### config.mk
export PLATFORM = sky130hd
export DESIGN_NAME = word_to_byte_reader
export DESIGN_NICKNAME = d
export VERILOG_FILES = /design/src/rtl/byte_word_defs_pkg.sv /design/src/rtl/word_to_byte_reader_lane_select.sv /design/src/rtl/word_to_byte_reader.sv
export SDC_FILE = /design/constraint.sdc
export NUM_CORES = 1
export LEC_CHECK = 0
export BUFFER_PORTS_ARGS = -buffer_cell sky130_fd_sc_hd__buf_2
export CAP_MARGIN = 20
export CORE_MARGIN = 8
export CORE_UTILIZATION = 56
export DETAILED_ROUTE_END_ITERATION = 10
export GPL_TIMING_DRIVEN = 0
export HOLD_SLACK_MARGIN = 0.03
export PLACE_DENSITY = 0.77
export SLEW_MARGIN = 30
export SYNTH_ARGS = -nofsm -noshare
export SYNTH_HDL_FRONTEND = slang
export SYNTH_SLANG_ARGS = --single-unit
### constraint.sdc
create_clock -name clk -period 2.6 [get_ports clk]
set_input_delay 0.52 -clock clk [delete_from_list [all_inputs] [get_ports clk]]
set_output_delay 0.52 -clock clk [all_outputs]
set_load 0.05 [all_outputs]
### src/rtl/byte_word_defs_pkg.sv
// Shared definitions for the byte/word memory access paths: word geometry and
// the reader FSM state encoding.
package byte_word_defs;

    localparam int unsigned BYTES_PER_WORD_DEFAULT = 4;

    // Number of byte-lane index bits for a power-of-two word size.
    function automatic int unsigned lane_bits(input int unsigned bytes_per_word);
        return $clog2(bytes_per_word);
    endfunction

    typedef enum logic [1:0] {
        IDLE  = 2'd0,
        FETCH = 2'd1,
        WAIT  = 2'd2,
        SEND  = 2'd3
    } state_e;

endpackage

### src/rtl/word_to_byte_reader_lane_select.sv
// Combinational byte-lane mux: picks one little-endian byte out of a word.
module word_lane_select
    import byte_word_defs::*;
#(
    parameter int unsigned BYTES_PER_WORD = BYTES_PER_WORD_DEFAULT,
    parameter int unsigned LANE_W         = 2
) (
    input  logic [8*BYTES_PER_WORD-1:0] word,
    input  logic [LANE_W-1:0]           lane,
    output logic [7:0]                  lane_byte_c
);

    always_comb begin
        lane_byte_c = 8'h00;
        for (int i = 0; i < int'(BYTES_PER_WORD); i++) begin
            if (LANE_W'(i) == lane) begin
                lane_byte_c = word[8*i +: 8];
            end
        end
    end

endmodule

### src/rtl/word_to_byte_reader.sv
// Streams a byte range out of word-organized memory: one word read per word,
// bytes emitted in ascending address order over a valid/ready handshake.
module word_to_byte_reader
    import byte_word_defs::*;
#(
    parameter int unsigned BYTE_ADDR_WIDTH = 6,
    parameter int unsigned BYTES_PER_WORD  = BYTES_PER_WORD_DEFAULT
) (
    input  logic                                             clk,
    input  logic                                             rst_n,
    input  logic                                             start,
    input  logic [BYTE_ADDR_WIDTH-1:0]                       start_addr,
    input  logic [BYTE_ADDR_WIDTH:0]                         byte_count,
    output logic                                             busy,
    output logic                                             done,
    output logic                                             mem_rd_en,
    output logic [BYTE_ADDR_WIDTH-lane_bits(BYTES_PER_WORD)-1:0] mem_word_addr,
    input  logic [8*BYTES_PER_WORD-1:0]                      mem_rd_data,
    output logic                                             byte_valid,
    output logic [7:0]                                       byte_data,
    input  logic                                             byte_ready
);

    localparam int unsigned LOG2      = lane_bits(BYTES_PER_WORD);
    localparam int unsigned WORD_BITS = 8 * BYTES_PER_WORD;
    localparam int unsigned WADDR_W   = BYTE_ADDR_WIDTH - LOG2;
    localparam int unsigned COUNT_W   = BYTE_ADDR_WIDTH + 1;

    state_e                     state, state_d;
    logic [BYTE_ADDR_WIDTH-1:0] addr, addr_d;
    logic [COUNT_W-1:0]         count, count_d;
    logic [WORD_BITS-1:0]       word_buf, word_buf_d;
    logic                       busy_d, done_d, rd_en_d, valid_d;
    logic [WADDR_W-1:0]         word_addr_d;
    logic [7:0]                 data_d;

    logic [BYTE_ADDR_WIDTH-1:0] addr_inc_c;
    logic [COUNT_W-1:0]         count_dec_c;
    logic [WORD_BITS-1:0]       sel_word_c;
    logic [LOG2-1:0]            sel_lane_c;
    logic [7:0]                 lane_byte_c;

    assign addr_inc_c  = addr + BYTE_ADDR_WIDTH'(1);
    assign count_dec_c = count - COUNT_W'(1);

    // In WAIT the first byte comes straight from the returning word; in SEND
    // the next lane comes from the buffer at the post-handshake address.
    assign sel_word_c = (state == WAIT) ? mem_rd_data : word_buf;
    assign sel_lane_c = (state == WAIT) ? addr[LOG2-1:0] : addr_inc_c[LOG2-1:0];

    word_lane_select #(
        .BYTES_PER_WORD (BYTES_PER_WORD),
        .LANE_W         (LOG2)
    ) u_lane_select (
        .word        (sel_word_c),
        .lane        (sel_lane_c),
        .lane_byte_c (lane_byte_c)
    );

    // State and registered outputs.
    always_ff @(posedge clk or negedge rst_n) begin
        if (!rst_n) begin
            state         <= IDLE;
            addr          <= '0;
            count         <= '0;
            word_buf      <= '0;
            busy          <= 1'b0;
            done          <= 1'b0;
            mem_rd_en     <= 1'b0;
            mem_word_addr <= '0;
            byte_valid    <= 1'b0;
            byte_data     <= 8'h00;
        end else begin
            state         <= state_d;
            addr          <= addr_d;
            count         <= count_d;
            word_buf      <= word_buf_d;
            busy          <= busy_d;
            done          <= done_d;
            mem_rd_en     <= rd_en_d;
            mem_word_addr <= word_addr_d;
            byte_valid    <= valid_d;
            byte_data     <= data_d;
        end
    end

    // Next-state and next-output logic.
    always_comb begin
        state_d     = state;
        addr_d      = addr;
        count_d     = count;
        word_buf_d  = word_buf;
        busy_d      = busy;
        done_d      = 1'b0;
        rd_en_d     = 1'b0;
        word_addr_d = mem_word_addr;
        valid_d     = byte_valid;
        data_d      = byte_data;

        unique case (state)
            IDLE: begin
                if (start) begin
                    addr_d  = start_addr;
                    count_d = byte_count;
                    if (byte_count == '0) begin
                        done_d = 1'b1;
                    end else begin
                        state_d     = FETCH;
                        busy_d      = 1'b1;
                        rd_en_d     = 1'b1;
                        word_addr_d = start_addr[BYTE_ADDR_WIDTH-1:LOG2];
                    end
                end
            end
            FETCH: begin
                state_d = WAIT;
            end
            WAIT: begin
                word_buf_d = mem_rd_data;
                data_d     = lane_byte_c;
                valid_d    = 1'b1;
                state_d    = SEND;
            end
            SEND: begin
                if (byte_ready) begin
                    addr_d  = addr_inc_c;
                    count_d = count_dec_c;
                    if (count_dec_c == '0) begin
                        state_d = IDLE;
                        done_d  = 1'b1;
                        busy_d  = 1'b0;
                        valid_d = 1'b0;
                    end else if (addr_inc_c[LOG2-1:0] == '0) begin
                        // Word boundary (including wrap to address 0).
                        state_d     = FETCH;
                        rd_en_d     = 1'b1;
                        word_addr_d = addr_inc_c[BYTE_ADDR_WIDTH-1:LOG2];
                        valid_d     = 1'b0;
                    end else begin
                        data_d = lane_byte_c;
                    end
                end
            end
            default: begin
                state_d = IDLE;
            end
        endcase
    end

endmodule

==> results.cfg <==
[floorplan]
die-area_um2 = 8920
initial_core_util = 0.582
io_pins = 65
rows = 28
core-area_um2 = 5920
chipHeight_um = 94.4
die_w_um = 94.4

[worst_setup_path]
crit_path_end_kind = flip-flop
crit_top_cell = mux2_4
crit_required_ns = 2.83
regToRegEndpoint = byte_data[6]
worstRegToRegCells = 7
timing.critical_path.from = state[0]
cpPeakStageDelay_ns = 0.38
path_class = reg2reg
reg2reg_from = state[0]
crit_slowest_cell = dfrtp_1
crit_chain = inv_1, ha_1, mux2_4, mux2_4, a221oi_2, a2bb2o_4, mux2_4
worstPathArrival_ns = 2.59
cp-endpoint = byte_data[6]
cp_max_fo = 5
ff2ff_setup_slack_ns = 0.25
crit_path_start_kind = flip-flop

[finish]
nets = 457
antennaDiodeCount = 0
synthToLayoutAreaGrowth_pct = 18.2
post-route-util = 0.688
final_common_cell = buf_2
layout.cells.non_filler = 482
regArea_um2 = 1580
multi_input_area_um2 = 1680
n_fill_cell = 457
mostFrequentLayoutCells = buf_2, dfrtp_1, nand2_1
drive_above_1_share = 0.344

[placed_design]
place_congestion = 0.874
dp_cells = 465
io_buffers = 64
dpl.hpwl_mm = 5.99
pre_cts_slack_ns = 0.245

[synthesis]
ys_types = 49
yosysSeqAreaShare = 0.458
synth-edff-count = 0
yosysWarnings = 0
ys_async_sr_fraction = 1.00
synth-xor-area-share = 0.0178
ys.flop_type = dfrtp_1
ys_seq_elements = 63
synth_area_per_cell_um2 = 10.6
syn_inst = 325
synth_top_family_by_area = multiplexers
syn-cell-area_um2 = 3440
synth_nets = 380
synth_compound_area_frac = 0.156
muxShareOfSynthArea = 0.187
synthAdderAreaFrac = 0.0218
synthSimpleGateAreaFrac = 0.105

[sta]
finalClockSkew_ns = 0.00851
final.period_utilization = 0.906
slew_violations = 0
rsz0062_at_grt = no
setup_viol = 0
fin_ws_ns = 0.245
relSlewSlack = 0.510
fin_crit_ns = 2.35
hold_violations = 0
fmax_ghz = 0.425
fin_tns_setup_ns = 0
worst_slew_pin_slew_ns = 0.728

[grt]
grtUsageMet3 = 0.0452
grt_max_degree = 49
grt_use_met2 = 0.303
grt_first_pass_wirelength_mm = 13.5
top_usage_layer = met2
grt_overflow = 0
track_usage = 0.193
use_met1 = 0.245
grt_pass1_vias = 2824
antenna_found_initial = 0

[cts]
cts_resized = 0
clkLatencyLatePin_ns = 0.34
cts_tree = done
path_clk_slew_ns = 0.08
clock_sinks = 63
clockBufferDepth = 2
cts_setup_buffers = 0
cts_root_buf = clkbuf_8
cts-buffers-inserted = 9
htreeDepth = 3
cts_hold_buf = 1

[pwr]
p_seq_frac = 0.292
ir_drop_mv = 0.789
p_leak_nw = 1.84
switching_power_w = 0.00264
clock_power_share = 0.125
p_comb_frac = 0.583
intPower_w = 0.00337
power_w = 0.00601
p_per_area_nw_per_um2 = 1480
switching_share = 0.439

[routing]
antenna_left = 0
finalWirelength_mm = 8.15
wire_per_inst_um = 16.9
avgViaCountPerCell = 5.77
drc = 0
num_vias = 2782
first_pass_iters = 4
drt_iter0_drc = 146

[status]
outcome = completed

[worst_hold_path]
hp-class = in2reg

[job]
max_cap_violations = 0
[worst min-delay path by stage]
stage	slack, ns	start	cells after the start	end
floorplan	0.22	rst_n	0	addr[0]
global placement	0.46	word_buf[20]	2	word_buf[20]
detailed placement	0.40	rst_n	1	word_buf[25]
CTS	0.37	mem_rd_data[16]	3	word_buf[16]
global route	0.40	mem_rd_data[16]	3	word_buf[16]
finish	0.39	mem_rd_data[16]	3	word_buf[16]
[power groups by stage]
stage	Sequential (W)	Combinational [W]	Clock (W)
finish	0.00176	0.00350	0.000753
global route	0.00182	0.00382	0.000811
CTS	0.00176	0.00350	0.000768
detailed placement	0.00177	0.00348	0
global placement	0.00174	0.00340	0
floorplan	0.00208	0.00239	0
[registers in the layout, indices dropped and copies added (netlist names), 2 cells and up]
signal	cells
word_buf	32
byte_data	8
count	7
addr	6
mem_word_addr	4
state	2
[layout make-up]
type,count,area share
Multi-Input combinational cell,231,0.413
Clock buffer,9,0.0304
Buffer,20,0.0353
Clock inverter,7,0.0120
Timing Repair Buffer,66,0.0885
Inverter,11,0.0101
Tap cell,75,0.0230
Sequential cell,63,0.387
[critical path: cells and delay by family (launching register included)]
family	cells	cell delay [ns]
AO/OA/AOI/OAI	2	0.54
adder cells (fa/ha/maj)	1	0.34
buffers and inverters	1	0.12
flip-flops	1	0.38
multiplexers	3	0.86
[stage by stage]
step                hold WS (ns)  area, µm²
floorplan                  0.224       3440
global placement           0.457       3860
detailed placement         0.402       3890
CTS                        0.371       4070
global route               0.395       4070
finish                     0.389       4070
[cells in the mapped netlist, types with 3 or more instances]
| library cell | number | area, µm² |
|---|---|---|
| mux2_2 | 36 | 405 |
| buf_2 | 3 | 15.0 |
| nand3_1 | 6 | 30.0 |
| ha_1 | 6 | 75.1 |
| mux2_4 | 3 | 45.0 |
| nor3b_1 | 3 | 22.5 |
| a21o_1 | 3 | 22.5 |
| xor2_1 | 5 | 43.8 |
| o21ai_0 | 25 | 125 |
| inv_1 | 11 | 41.3 |
| nor3_1 | 6 | 30.0 |
| nand2_1 | 37 | 139 |
| a211o_1 | 4 | 35.0 |
| mux2i_1 | 15 | 150 |
| dfrtp_1 | 63 | 1580 |
| clkbuf_8 | 5 | 68.8 |
| a21oi_1 | 21 | 105 |
| nor2_1 | 13 | 48.8 |
| nand2b_1 | 3 | 18.8 |
| o22ai_1 | 14 | 87.6 |
| clkbuf_1 | 9 | 33.8 |
[layer usage]
| layer | vias up | share of wire |
|---|---|---|
| met5 | - | 0 |
| met4 | 0 | 0.017 |
| met3 | 11 | 0.062 |
| met2 | 84 | 0.47 |
| met1 | 1356 | 0.45 |
| li1 | 1331 | - |
[cells by family after synthesis]
kind of cell | Yosys count
AOI/OAI and AO/OA | 84
xor gates and xnor gates | 7
adders and majority gates | 6
buffers and inverters | 31
DFF | 63
muxes | 56
and+or+nand+nor | 78
Power figures use the tool's default switching activity.
